File: src/rtl/uart_pkg.sv
// Shared definitions for the UART bus controller: register map, CON bit
// positions and the TX sequencer state encoding.
package uart_pkg;

    localparam logic [31:0] ADDR_TXD = 32'h4000_0018;
    localparam logic [31:0] ADDR_RXD = 32'h4000_001C;
    localparam logic [31:0] ADDR_CON = 32'h4000_0020;

    localparam int CON_TX_INT_EN  = 0;
    localparam int CON_RX_INT_EN  = 1;
    localparam int CON_TX_DONE    = 2;
    localparam int CON_RX_VALID   = 3;
    localparam int CON_TX_BUSY    = 4;
    localparam int CON_TX_FULL    = 5;
    localparam int CON_RX_OVERRUN = 6;
    localparam int CON_TX_DROP    = 7;

    typedef enum logic [1:0] {
        IDLE = 2'd0,
        REQ  = 2'd1,
        BUSY = 2'd2
    } tx_state_e;

endpackage

File: src/rtl/uart_tx_fifo.sv
// Byte FIFO feeding the UART sender; push is ignored when full and pop when
// empty, so the caller may assert both freely.
module uart_tx_fifo #(
    parameter  int DEPTH = 4,
    localparam int AW    = $clog2(DEPTH),
    localparam int CW    = AW + 1
) (
    input  logic          sysclk,
    input  logic          reset,
    input  logic          push,
    input  logic [7:0]    din,
    input  logic          pop,
    output logic [7:0]    head,
    output logic [CW-1:0] count,
    output logic          full,
    output logic          empty
);

    logic [7:0]    mem [DEPTH];
    logic [AW-1:0] wr_ptr;
    logic [AW-1:0] rd_ptr;
    logic          do_push;
    logic          do_pop;

    assign full    = (count == CW'(DEPTH));
    assign empty   = (count == '0);
    assign do_push = push & ~full;
    assign do_pop  = pop & ~empty;
    assign head    = mem[rd_ptr];

    always_ff @(posedge sysclk or negedge reset) begin
        if (!reset) begin
            wr_ptr <= '0;
            rd_ptr <= '0;
            count  <= '0;
        end else begin
            if (do_push) wr_ptr <= wr_ptr + 1'b1;
            if (do_pop)  rd_ptr <= rd_ptr + 1'b1;
            if (do_push && !do_pop)      count <= count + 1'b1;
            else if (!do_push && do_pop) count <= count - 1'b1;
        end
    end

    // Storage needs no reset: entries are only read once count says valid.
    always_ff @(posedge sysclk) begin
        if (do_push) mem[wr_ptr] <= din;
    end

endmodule

File: src/rtl/uart_ctrl.sv
// Memory-mapped UART controller: TX FIFO plus start/idle sequencer toward the
// sender, RX holding register with valid/overrun flags, and an interrupt.
module uart_ctrl import uart_pkg::*; #(
    parameter  int FIFO_DEPTH  = 4,
    parameter  int ACK_TIMEOUT = 1024,
    localparam int CW          = $clog2(FIFO_DEPTH) + 1,
    localparam int TW          = $clog2(ACK_TIMEOUT)
) (
    input  logic        sysclk,
    input  logic        reset,
    input  logic [31:0] addr,
    input  logic        mem_rd,
    input  logic        mem_wr,
    input  logic [31:0] wdata,
    output logic [31:0] rdata,
    output logic [7:0]  tx_data,
    output logic        tx_start,
    input  logic        tx_status,
    input  logic [7:0]  rx_data,
    input  logic        rx_status,
    output logic        irq
);

    tx_state_e     state, state_nxt;
    logic [TW-1:0] timer;
    logic          wr_txd, wr_con, rd_rxd, rd_con;
    logic          pop;
    logic [7:0]    fifo_head;
    logic [CW-1:0] fifo_count;
    logic          fifo_empty, fifo_full_unused;
    logic          tx_full, tx_busy;
    logic          tx_int_en, rx_int_en, tx_done, rx_valid, rx_overrun, tx_drop;
    logic [7:0]    rx_hold;
    logic [31:0]   con;
    logic          unused_wdata;

    assign unused_wdata = ^wdata[31:8];

    // A cycle with both strobes counts as a write; the read side effects drop.
    assign wr_txd = mem_wr & (addr == ADDR_TXD);
    assign wr_con = mem_wr & (addr == ADDR_CON);
    assign rd_rxd = mem_rd & ~mem_wr & (addr == ADDR_RXD);
    assign rd_con = mem_rd & ~mem_wr & (addr == ADDR_CON);

    uart_tx_fifo #(.DEPTH(FIFO_DEPTH)) u_fifo (
        .sysclk (sysclk),
        .reset  (reset),
        .push   (wr_txd),
        .din    (wdata[7:0]),
        .pop    (pop),
        .head   (fifo_head),
        .count  (fifo_count),
        .full   (fifo_full_unused),
        .empty  (fifo_empty)
    );

    assign tx_full  = (fifo_count == CW'(FIFO_DEPTH));
    assign tx_busy  = (state != IDLE) | ~fifo_empty;
    assign tx_start = (state == REQ);

    always_ff @(posedge sysclk or negedge reset) begin
        if (!reset) state <= IDLE;
        else        state <= state_nxt;
    end

    // Waiting for tx_status in IDLE keeps us off a sender still shifting a
    // byte started before reset.
    always_comb begin
        state_nxt = state;
        pop       = 1'b0;
        unique case (state)
            IDLE: if (!fifo_empty && tx_status) state_nxt = REQ;
            REQ: begin
                if (!tx_status)                          state_nxt = BUSY;
                else if (timer == TW'(ACK_TIMEOUT - 1)) state_nxt = IDLE;
            end
            BUSY: if (tx_status) begin
                state_nxt = IDLE;
                pop       = 1'b1;
            end
            default: state_nxt = IDLE;
        endcase
    end

    always_ff @(posedge sysclk or negedge reset) begin
        if (!reset) begin
            timer   <= '0;
            tx_data <= '0;
        end else begin
            timer <= (state == REQ) ? timer + 1'b1 : '0;
            if (state == IDLE && state_nxt == REQ) tx_data <= fifo_head;
        end
    end

    // Sticky flags: a new event in the same cycle as a CON read wins.
    always_ff @(posedge sysclk or negedge reset) begin
        if (!reset) begin
            tx_int_en  <= 1'b0;
            rx_int_en  <= 1'b0;
            tx_done    <= 1'b0;
            tx_drop    <= 1'b0;
            rx_valid   <= 1'b0;
            rx_overrun <= 1'b0;
            rx_hold    <= '0;
            irq        <= 1'b0;
        end else begin
            if (wr_con) {rx_int_en, tx_int_en} <= wdata[1:0];
            tx_done    <= pop | (tx_done & ~rd_con);
            tx_drop    <= (wr_txd & tx_full) | (tx_drop & ~rd_con);
            if (rx_status) rx_hold <= rx_data;
            rx_valid   <= rx_status | (rx_valid & ~rd_rxd);
            rx_overrun <= (rx_status & rx_valid & ~rd_rxd) | (rx_overrun & ~rd_con);
            irq        <= (tx_int_en & tx_done) | (rx_int_en & rx_valid);
        end
    end

    always_comb begin
        con                 = '0;
        con[CON_TX_INT_EN]  = tx_int_en;
        con[CON_RX_INT_EN]  = rx_int_en;
        con[CON_TX_DONE]    = tx_done;
        con[CON_RX_VALID]   = rx_valid;
        con[CON_TX_BUSY]    = tx_busy;
        con[CON_TX_FULL]    = tx_full;
        con[CON_RX_OVERRUN] = rx_overrun;
        con[CON_TX_DROP]    = tx_drop;
    end

    always_comb begin
        rdata = '0;
        if (addr == ADDR_RXD)      rdata = {24'b0, rx_hold};
        else if (addr == ADDR_CON) rdata = con;
    end

endmodule

File: config.mk
export PLATFORM = sky130hd
export DESIGN_NAME = uart_ctrl
export DESIGN_NICKNAME = d
export VERILOG_FILES = /design/src/rtl/uart_pkg.sv /design/src/rtl/uart_tx_fifo.sv /design/src/rtl/uart_ctrl.sv
export SDC_FILE = /design/constraint.sdc
export NUM_CORES = 1
export LEC_CHECK = 0
export ABC_AREA = 1
export CORE_MARGIN = 4
export CORE_UTILIZATION = 25
export CTS_CLUSTER_SIZE = 20
export DETAILED_ROUTE_END_ITERATION = 10
export GPL_ROUTABILITY_DRIVEN = 1
export PLACE_DENSITY = 0.45
export SYNTH_ARGS = -nofsm -noshare
export SYNTH_HDL_FRONTEND = slang
export SYNTH_SLANG_ARGS = --single-unit
File: constraint.sdc
create_clock -name sysclk -period 5 [get_ports sysclk]
set_clock_uncertainty 0.1 [all_clocks]
set_input_delay 1.25 -clock sysclk [delete_from_list [all_inputs] [get_ports sysclk]]
set_output_delay 1.25 -clock sysclk [all_outputs]
set_load 0.03 [all_outputs]
==> results.py, run 1 <==
metrics = {
    "run_status": {
        "status": "finished, final reports clean",
    },
    "grt": {
        "overflow": 0,
        "grt_pass1_vias": 2593,
        "grt_pass1_wl_um": 12700,
        "grtUsageTotal": 0.101,
        "antenna_found_initial": 0,
        "grt_max_degree": 43,
    },
    "drt": {
        "post-route-drc-count": 0,
        "wire_per_inst_um": 12.1,
        "drtIter0Drc": 100,
        "ant_nets": 0,
        "top_layer_used": "met4",
        "wl_met2_um": 3730,
        "num_vias": 2610,
        "wl_met3_um": 604,
        "dr.pass1.iters": 4,
        "drt-total-wl_um": 7820,
        "via_per_inst": 4.05,
        "wl_met1_um": 3380,
    },
    "setup_path": {
        "required_ps": 3650,
        "r2r-end": "u_fifo.count[1]",
        "arrival_ps": 3310,
        "r2r_setup_slack_ps": 2660,
        "criticalPathCategory": "in -> out",
        "cpLargestDelayFamily": "buffers and inverters",
        "cpPeakStageDelay_ps": 710,
        "critical_path_buf_inv_count": 3,
        "worst-r2r-cell-count": 8,
        "cp-end-kind": "output port",
        "cp_max_fo": 10,
        "slowest_stage": "clkdlybuf4s50_1",
        "startpoint_type": "input port",
        "r2r_start": "u_fifo.count[0]",
        "cp_cell_sequence": "clkdlybuf4s50_1 -> inv_1 -> nor2_1 -> nand2_1 -> nor2_1 -> nand2_2 -> nor2_4 -> nand2_1 -> o21ai_1 -> clkdlybuf4s50_1",
    },
    "finish": {
        "final_area_um2": 4660,
        "multi_input_area_um2": 1270,
        "fill_cells": 1423,
        "nets": 544,
        "syn_to_final_growth_pct": 32.3,
        "diodes": 0,
        "final_common_cell": "nand2_1",
        "layout_common_cells": "nand2_1, clkdlybuf4s50_1, nor2_1",
        "layout-drive-gt1-share": 0.0625,
        "seq_area_um2": 2010,
    },
    "timing": {
        "slew_viol_final": 0,
        "rsz0062_at_grt": "no",
        "finalCritPeriodShare": 0.931,
        "setup_slack_ps": 343,
        "min_period_ps": 4660,
        "max_freq_mhz": 215,
        "relSlewSlack": 0.340,
        "hold_viol_final": 0,
        "hold_ws_ps": 355,
        "tns_ps": 0,
        "worst_pin_slew_ps": 990,
        "finalSetupViolCount": 0,
    },
    "die": {
        "rows": 43,
        "ios": 120,
        "die_h_um": 127,
        "start_util": 0.255,
        "core_um2": 13800,
        "floorplan.die.width_um": 127,
        "die-area_um2": 16100,
    },
    "power": {
        "p_leak_nw": 1.99,
        "power_density_nw_per_um2": 424,
        "ir_drop_v": 0.000155,
        "total_power_w": 0.00197,
    },
    "hold_path": {
        "whs_endpoint": "timer[0]",
        "hold_class": "reg -> reg",
        "holdCritStartpoint": "timer[0]",
        "hold_depth": 1,
    },
    "placement": {
        "dp_slack_ps": 300,
        "dpl.hpwl_um": 5680,
        "place_area_um2": 4340,
        "place_congestion": 0.721,
        "portBuffers": 71,
    },
    "yosys": {
        "async_flop_share": 0.568,
        "ys_seq_elements": 74,
        "synthMuxAreaShare": 0.00320,
        "ys.flop_type": "dfrtp_1",
        "yosysTopAreaCell": "dfrtp_1",
        "synth_area_leaders": "dfrtp_1, edfxtp_1, nand2_1",
        "synthAdderAreaFrac": 0.0270,
        "yosysUniqueCellTypes": 31,
        "synth-xor-area-share": 0.0149,
        "synth_top_family_by_area": "simple AND/OR/NAND/NOR gates",
        "synth_top_area_share": 0.298,
        "syn_inst": 382,
        "synthSimpleGateAreaFrac": 0.231,
        "synth.yosys.seq_area_share": 0.571,
        "syn_avg_cell_area_um2": 9.22,
        "syn_area_um2": 3520,
        "yosys_warnings": 0,
        "synth_compound_area_frac": 0.0604,
        "synth_edf_count": 32,
    },
    "clock_network": {
        "clockRootBuffer": "clkbuf_16",
        "post_cts_resized": 0,
        "cts_made_buffers": 9,
        "htree_levels": 3,
        "cts_buffer_depth": 2,
        "cts.sinks": 74,
        "cts_hold_buf": 0,
        "cts_tree": "built",
        "worstSkewPairLatency_ps": 330,
        "post_cts_buffers": 0,
        "clk_pin_slew_ps": 60,
    },
    "job": {
        "cap_violations": 0,
    },
}
layer usage:
metal,vias up,track usage
met4,0,0.0322
li1,1340,-
met5,-,0
met3,8,0.0400
met1,1182,0.118
met2,80,0.171
Yosys cell counts (5+ instances only):
| library cell | count |
|---|---|
| edfxtp_1 | 32 |
| o22ai_1 | 9 |
| inv_1 | 30 |
| nor2_1 | 57 |
| dfrtp_1 | 42 |
| o21ai_1 | 5 |
| nand2_1 | 103 |
| ha_1 | 6 |
| nand3_1 | 11 |
| nor3_1 | 7 |
| a21oi_1 | 5 |
| o21ai_0 | 20 |
| buf_4 | 24 |
worst register-to-register path: cells and delay by family, from the launching register on:
kind,cells,cell delay (ps)
adder cells (fa/ha/maj),2,580
buffers and inverters,3,340
flip-flops,1,440
multiplexers,1,270
AND/OR/NAND/NOR,2,490
where the power goes:
part	internal, W	switching [W]
logic	0.000194	0.000307
registers	0.000708	0.0000793
clock network	0.000438	0.000248
state kept, by name (all words and copies together) (netlist names), 2 cells and up:
register       cells
u_fifo.wr_ptr      2
u_fifo.rd_ptr      2
tx_data            8
rx_hold            8
u_fifo.count       3
timer             10
u_fifo.mem        32
state              2
how the worst max path moves through the flow:
stage,start,to,cells past startpoint
finish,addr[30],rdata[5],10
global route,addr[30],rdata[1],10
CTS,addr[30],rdata[5],10
detailed placement,addr[30],rdata[0],10
global placement,addr[30],rdata[0],10
floorplan,addr[8],rdata[0],7
cells by family (layout without fill, tap and decap cells):
| logic type | Yosys count | count (layout) |
|---|---|---|
| flip-flops | 74 | 74 |
| multiplexers | 1 | 1 |
| XOR/XNOR | 6 | 6 |
| buffers and inverters | 61 | 120 |
| adder cells (fa/ha/maj) | 7 | 7 |
| AO/OA/AOI/OAI | 40 | 40 |
| other | 1 | 24 |
| AND/OR/NAND/NOR | 192 | 192 |
per-stage QoR:
stage               utilization  std cells
CTS                       0.337        644
floorplan                     -        405
global placement          0.314        628
global route              0.337        644
detailed placement        0.314        628
finish                    0.337        644
layout make-up:
type / instances / share of cell area
clock buffer: 10 / 0.0491
clock inverter: 6 / 0.0193
inverter: 33 / 0.0266
multi-input combinational: 270 / 0.273
sequential: 74 / 0.432
tap: 180 / 0.0483
timing repair buffer: 71 / 0.151
Note: power is estimated with default switching activity, not from simulation.
==> run 2: changes to the inputs <==
--- a/config.mk
+++ b/config.mk
@@ -12,6 +12,7 @@
 export DETAILED_ROUTE_END_ITERATION = 10
 export GPL_ROUTABILITY_DRIVEN = 1
 export PLACE_DENSITY = 0.45
+export RECOVER_POWER = 25
 export SYNTH_ARGS = -nofsm -noshare
 export SYNTH_HDL_FRONTEND = slang
 export SYNTH_SLANG_ARGS = --single-unit
==> constraint.sdc (replaced) <==
create_clock -name sysclk -period 5 [get_ports sysclk]
set_clock_uncertainty 0.1 [all_clocks]
set_input_delay 1.25 -clock sysclk [delete_from_list [all_inputs] [get_ports sysclk]]
set_output_delay 1.25 -clock sysclk [all_outputs]
set_load 0.02 [all_outputs]
==> run 2 against run 1 <==
Compared with the run above: register-to-register slack hardly changed; wire length is 1.1% higher; critical endpoint is now rdata[0]; final cell count up 0.16%; clock-buffer cell count is 1 higher; combinational power decreased by 7.0%; total power shrank 6.9%; hold slack improved by 11 ps; clock power shrank 15%.
==> results.py, run 2 (synthesis results as in run 1) <==
metrics = {
    "finish": {
        "final_common_cell": "nand2_1",
        "postLayoutCoreUtil": 0.334,
        "nets": 544,
        "largest-register": "u_fifo.mem",
        "largest_registers": "u_fifo.mem: 32 flops, timer: 10 flops",
        "largest_reg_flops": 32,
        "layout_common_cells": "nand2_1, clkdlybuf4s50_1, nor2_1",
        "layout-drive-gt1-share": 0.0582,
        "syn_to_final_growth_pct": 31.0,
    },
    "grt": {
        "grt_pass1_vias": 2690,
        "grt_max_degree": 43,
        "antenna_found_initial": 2,
        "overflow": 0,
        "grtUsageTotal": 0.105,
        "grt_pass1_wl_um": 13200,
    },
    "timing": {
        "max_freq_mhz": 217,
        "slew_viol_final": 0,
        "finalCritPeriodShare": 0.920,
        "worst_pin_slew_ps": 1000,
        "finalSetupViolCount": 0,
        "min_period_ps": 4600,
        "tns_ps": 0,
        "relSlewSlack": 0.330,
        "rsz0062_at_grt": "no",
        "hold_viol_final": 0,
    },
    "die": {
        "die_h_um": 127,
        "core_um2": 13800,
        "ios": 120,
        "start_util": 0.255,
        "floorplan.die.width_um": 127,
        "die-area_um2": 16100,
        "rows": 43,
    },
    "setup_path": {
        "critical_path_buf_inv_count": 2,
        "slowest_stage": "clkdlybuf4s50_1",
        "arrival_ps": 3250,
        "required_ps": 3650,
        "cp_cell_sequence": "clkdlybuf4s50_1 -> nor2_1 -> nand2_1 -> nor2_1 -> nand2_1 -> nor2_4 -> nand2_1 -> o21ai_1 -> clkdlybuf4s50_1",
        "r2r-end": "u_fifo.count[1]",
        "cpLargestDelayFamily": "buffers and inverters",
        "criticalPathCategory": "in -> out",
        "startpoint_type": "input port",
        "r2r_setup_slack_ps": 2660,
        "cpPeakStageDelay_ps": 630,
        "cp-end-kind": "output port",
        "r2r_start": "u_fifo.count[0]",
        "cp_max_fo": 10,
        "worst-r2r-cell-count": 8,
        "cp_common_cell": "nand2_1",
        "cp-startpoint": "addr[1]",
    },
    "power": {
        "ir_drop_v": 0.000163,
        "power_density_nw_per_um2": 398,
        "p_leak_nw": 1.97,
    },
    "drt": {
        "via_per_inst": 4.06,
        "dr.pass1.iters": 4,
        "wire_per_inst_um": 12.3,
        "ant_nets": 0,
        "drtIter0Drc": 128,
        "num_vias": 2620,
        "post-route-drc-count": 0,
        "drt-total-wl_um": 7900,
    },
    "clock_network": {
        "post_cts_buffers": 0,
        "cts_buffer_depth": 2,
        "post_cts_resized": 0,
        "clk_pin_slew_ps": 60,
        "clockRootBuffer": "clkbuf_16",
        "cts.sinks": 74,
        "cts_made_buffers": 9,
        "worstSkewPairLatency_ps": 330,
        "htree_levels": 3,
        "cts_tree": "built",
        "cts_hold_buf": 0,
    },
    "hold_path": {
        "hold_class": "reg -> reg",
        "holdCritStartpoint": "timer[0]",
        "whs_endpoint": "timer[0]",
        "hold_depth": 1,
    },
    "placement": {
        "place_congestion": 0.721,
        "dpl.hpwl_um": 5710,
        "portBuffers": 71,
    },
    "run_status": {
        "status": "finished, final reports clean",
    },
    "job": {
        "cap_violations": 0,
    },
}
-- run 2: cell count changes in the layout (fill, tap and decap cells not counted) --
cell             delta
nor2_1              +1
nor2_2              -1
clkdlybuf4s50_1     -8
clkinv_1            +1
clkinv_2            +1
diode_2             +1
inv_6               -1
clkbuf_8            +1
bufinv_16           -2
dlygate4sd3_1       +8
-- run 2: where the power goes --
group | switching (W) | internal (W) | leakage, nW
clock network | 0.000239 | 0.000346 | 0.133
logic | 0.000274 | 0.000192 | 1.02
registers | 0.0000780 | 0.000708 | 0.816
-- run 2: layout make-up --
class / instances / area (µm²)
Tap cell: 180 / 225
Timing Repair Buffer: 71 / 706
Fill cell: 1444 / 9210
Antenna cell: 1 / 2.50
Multi-Input combinational cell: 270 / 1270
Inverter: 33 / 124
Clock buffer: 11 / 243
Clock inverter: 5 / 30.0
Sequential cell: 74 / 2010
-- run 2: metal layers --
metal  track usage  wire (µm)
met1         0.124       3530
met2         0.171       3640
met3        0.0425        619
met4        0.0416        106
met5             0          7
-- run 2: worst max path at each step --
stage	endpoint	slack [ps]	cells past startpoint
5_1_grt	rdata[4]	210	10
2_1_floorplan	rdata[0]	1470	7
4_1_cts	rdata[0]	380	10
3_5_place_dp	rdata[0]	380	10
3_3_place_gp	rdata[0]	390	10
6_report	rdata[0]	400	9
-- run 2: worst register-to-register path, stage by stage (launching register included) --
cell and delay (ps):
dfrtp_1 440, nor3_1 330, inv_1 170, nand3_2 170, inv_1 70, ha_1 180, inv_1 100, fa_1 410
mux2_2 260
-- run 2: per-stage QoR --
step	instances	area, µm²	hold WS [ps]	total power [W]	setup WS, ps
floorplan	405	3610	333	0.00108	1470
global placement	628	4340	349	0.00127	389
detailed placement	628	4340	359	0.00128	382
CTS	644	4610	367	0.00188	379
global route	644	4610	383	0.00197	209
finish	645	4610	365	0.00184	399
==> run 3: changes to the inputs <==
--- a/config.mk
+++ b/config.mk
@@ -6,13 +6,15 @@
 export NUM_CORES = 1
 export LEC_CHECK = 0
 export ABC_AREA = 1
+export CAP_MARGIN = 20
 export CORE_MARGIN = 4
-export CORE_UTILIZATION = 25
+export CORE_UTILIZATION = 49
 export CTS_CLUSTER_SIZE = 20
 export DETAILED_ROUTE_END_ITERATION = 10
 export GPL_ROUTABILITY_DRIVEN = 1
-export PLACE_DENSITY = 0.45
+export PLACE_DENSITY = 0.81
 export RECOVER_POWER = 25
+export SLEW_MARGIN = 5
 export SYNTH_ARGS = -nofsm -noshare
 export SYNTH_HDL_FRONTEND = slang
 export SYNTH_SLANG_ARGS = --single-unit
==> run 3 against run 2 <==
Compared with the run above: combinational power up 0.9%; register-to-register slack lost 110 ps; via count rose by 3.6%; critical endpoint is now rdata[4]; wire length down 9.7%; clock power decreased by 16%; setup slack worse by 10 ps; sequential cell count is the same; total power is 4.9% lower.
==> results.py, run 3 (synthesis results as in run 1) <==
metrics = {
    "clock_network": {
        "post_cts_buffers": 0,
        "htree_levels": 3,
        "clockRootBuffer": "clkbuf_8",
        "cts_tree": "built",
        "clk_pin_slew_ps": 70,
        "cts.sinks": 74,
        "cts_hold_buf": 0,
        "post_cts_resized": 0,
        "cts_buffer_depth": 2,
        "cts_made_buffers": 9,
        "worstSkewPairLatency_ps": 340,
    },
    "setup_path": {
        "arrival_ps": 3260,
        "cp-end-kind": "output port",
        "criticalPathCategory": "in -> out",
        "cp_common_cell": "nand2_1",
        "cp_cell_sequence": "clkdlybuf4s50_1 -> nor2_1 -> nand2_1 -> nor2_1 -> nand2_1 -> nor2_4 -> nand2_1 -> o21ai_1 -> clkdlybuf4s50_1",
        "startpoint_type": "input port",
        "slowest_stage": "clkdlybuf4s50_1",
        "critical_path_buf_inv_count": 2,
        "cpPeakStageDelay_ps": 640,
        "required_ps": 3650,
        "cp_max_fo": 10,
        "cpLargestDelayFamily": "buffers and inverters",
    },
    "timing": {
        "relSlewSlack": 0.393,
        "max_freq_mhz": 217,
        "worst_pin_slew_ps": 911,
        "min_period_ps": 4610,
        "hold_viol_final": 0,
        "finalSetupViolCount": 0,
        "finalCritPeriodShare": 0.922,
        "tns_ps": 0,
        "setup_slack_ps": 388,
        "hold_ws_ps": 369,
        "rsz0062_at_grt": "no",
        "slew_viol_final": 0,
    },
    "finish": {
        "multi_input_area_um2": 1270,
        "largest_reg_flops": 32,
        "fill_cells": 549,
        "seq_area_um2": 2010,
        "nets": 544,
        "fin_cells": 560,
        "largest_registers": "u_fifo.mem: 32 flops, timer: 10 flops",
        "diodes": 0,
        "layout-drive-gt1-share": 0.0560,
        "largest-register": "u_fifo.mem",
        "final_common_cell": "nand2_1",
        "syn_to_final_growth_pct": 26.1,
        "layout_common_cells": "nand2_1, clkdlybuf4s50_1, nor2_1",
    },
    "drt": {
        "num_vias": 2714,
        "via_per_inst": 4.85,
        "ant_nets": 0,
        "dr.pass1.iters": 4,
        "wire_per_inst_um": 12.8,
        "post-route-drc-count": 0,
        "drtIter0Drc": 162,
        "drt-total-wl_um": 7140,
    },
    "die": {
        "ios": 120,
        "die_h_um": 92.8,
        "die-area_um2": 8610,
        "start_util": 0.510,
        "floorplan.die.width_um": 92.8,
        "rows": 30,
        "core_um2": 6910,
    },
    "placement": {
        "dp_cells": 544,
        "place_congestion": 0.794,
        "dp_slack_ps": 402,
        "dpl.hpwl_um": 5280,
        "portBuffers": 71,
    },
    "grt": {
        "overflow": 0,
        "grt_max_degree": 43,
        "grtUsageTotal": 0.170,
        "grt_pass1_vias": 2485,
        "antenna_found_initial": 0,
        "grt_pass1_wl_um": 11500,
    },
    "power": {
        "power_density_nw_per_um2": 393,
        "p_leak_nw": 1.94,
        "ir_drop_v": 0.000171,
    },
    "run_status": {
        "status": "finished, final reports clean",
    },
    "job": {
        "cap_violations": 0,
    },
    "hold_path": {
        "hold_class": "reg -> reg",
    },
}
-- run 3: cell types whose count changed in the layout (fill, tap and decap cells not counted) --
| cell | change |
|---|---|
| clkbuf_16 | -9 |
| clkbuf_8 | +8 |
| bufinv_16 | +2 |
| clkinv_1 | +1 |
| clkinv_2 | -1 |
| clkinvlp_4 | -1 |
| diode_2 | -1 |
-- run 3: path summary, 6_finish.rpt --
| kind | slack, ps | cells after the start | end | from |
|---|---|---|---|---|
| max in group asynchronous | 3290 | 1 | rx_hold[5] | reset |
| max reg2reg | 2550 | 8 | u_fifo.count[1] | u_fifo.count[0] |
| min reg2reg | 370 | 1 | timer[0] | timer[0] |
| min | 370 | 1 | timer[0] | timer[0] |
| min in group asynchronous | 940 | 1 | timer[5] | reset |
| max | 390 | 9 | rdata[4] | addr[1] |
-- run 3: report_power, final --
group          leakage (nW)  switching (W)  total [W]  internal (W)
clock                 0.105       0.000213   0.000491      0.000278
combinational          1.02       0.000277   0.000470      0.000193
sequential            0.816      0.0000793   0.000786      0.000707
total                  1.94       0.000569    0.00175       0.00118
-- run 3: cell type report --
| class | count | share of cell area |
|---|---|---|
| Sequential cell | 74 | 0.453 |
| Clock buffer | 10 | 0.0287 |
| Multi-Input combinational cell | 270 | 0.286 |
| Tap cell | 96 | 0.0270 |
| Clock inverter | 6 | 0.0183 |
| Timing Repair Buffer | 71 | 0.159 |
| Inverter | 33 | 0.0279 |
-- run 3: routing by layer --
layer  GRT usage  part of all wire  wire [µm]  up-vias
met3      0.0341             0.080        569        9
met2       0.279              0.48       3440      121
met4      0.0745             0.018        129        0
li1            -                 -          -     1344
met5           0                 0          0        -
met1       0.219              0.42       3000     1240
-- run 3: stage by stage --
step           total power [W]  cell area (µm²)  utilization
2_1_floorplan          0.00108             3610            -
3_3_place_gp           0.00125             4240        0.613
3_5_place_dp           0.00127             4240        0.613
4_1_cts                0.00175             4440        0.643
5_1_grt                0.00185             4440        0.643
6_report               0.00175             4440        0.643
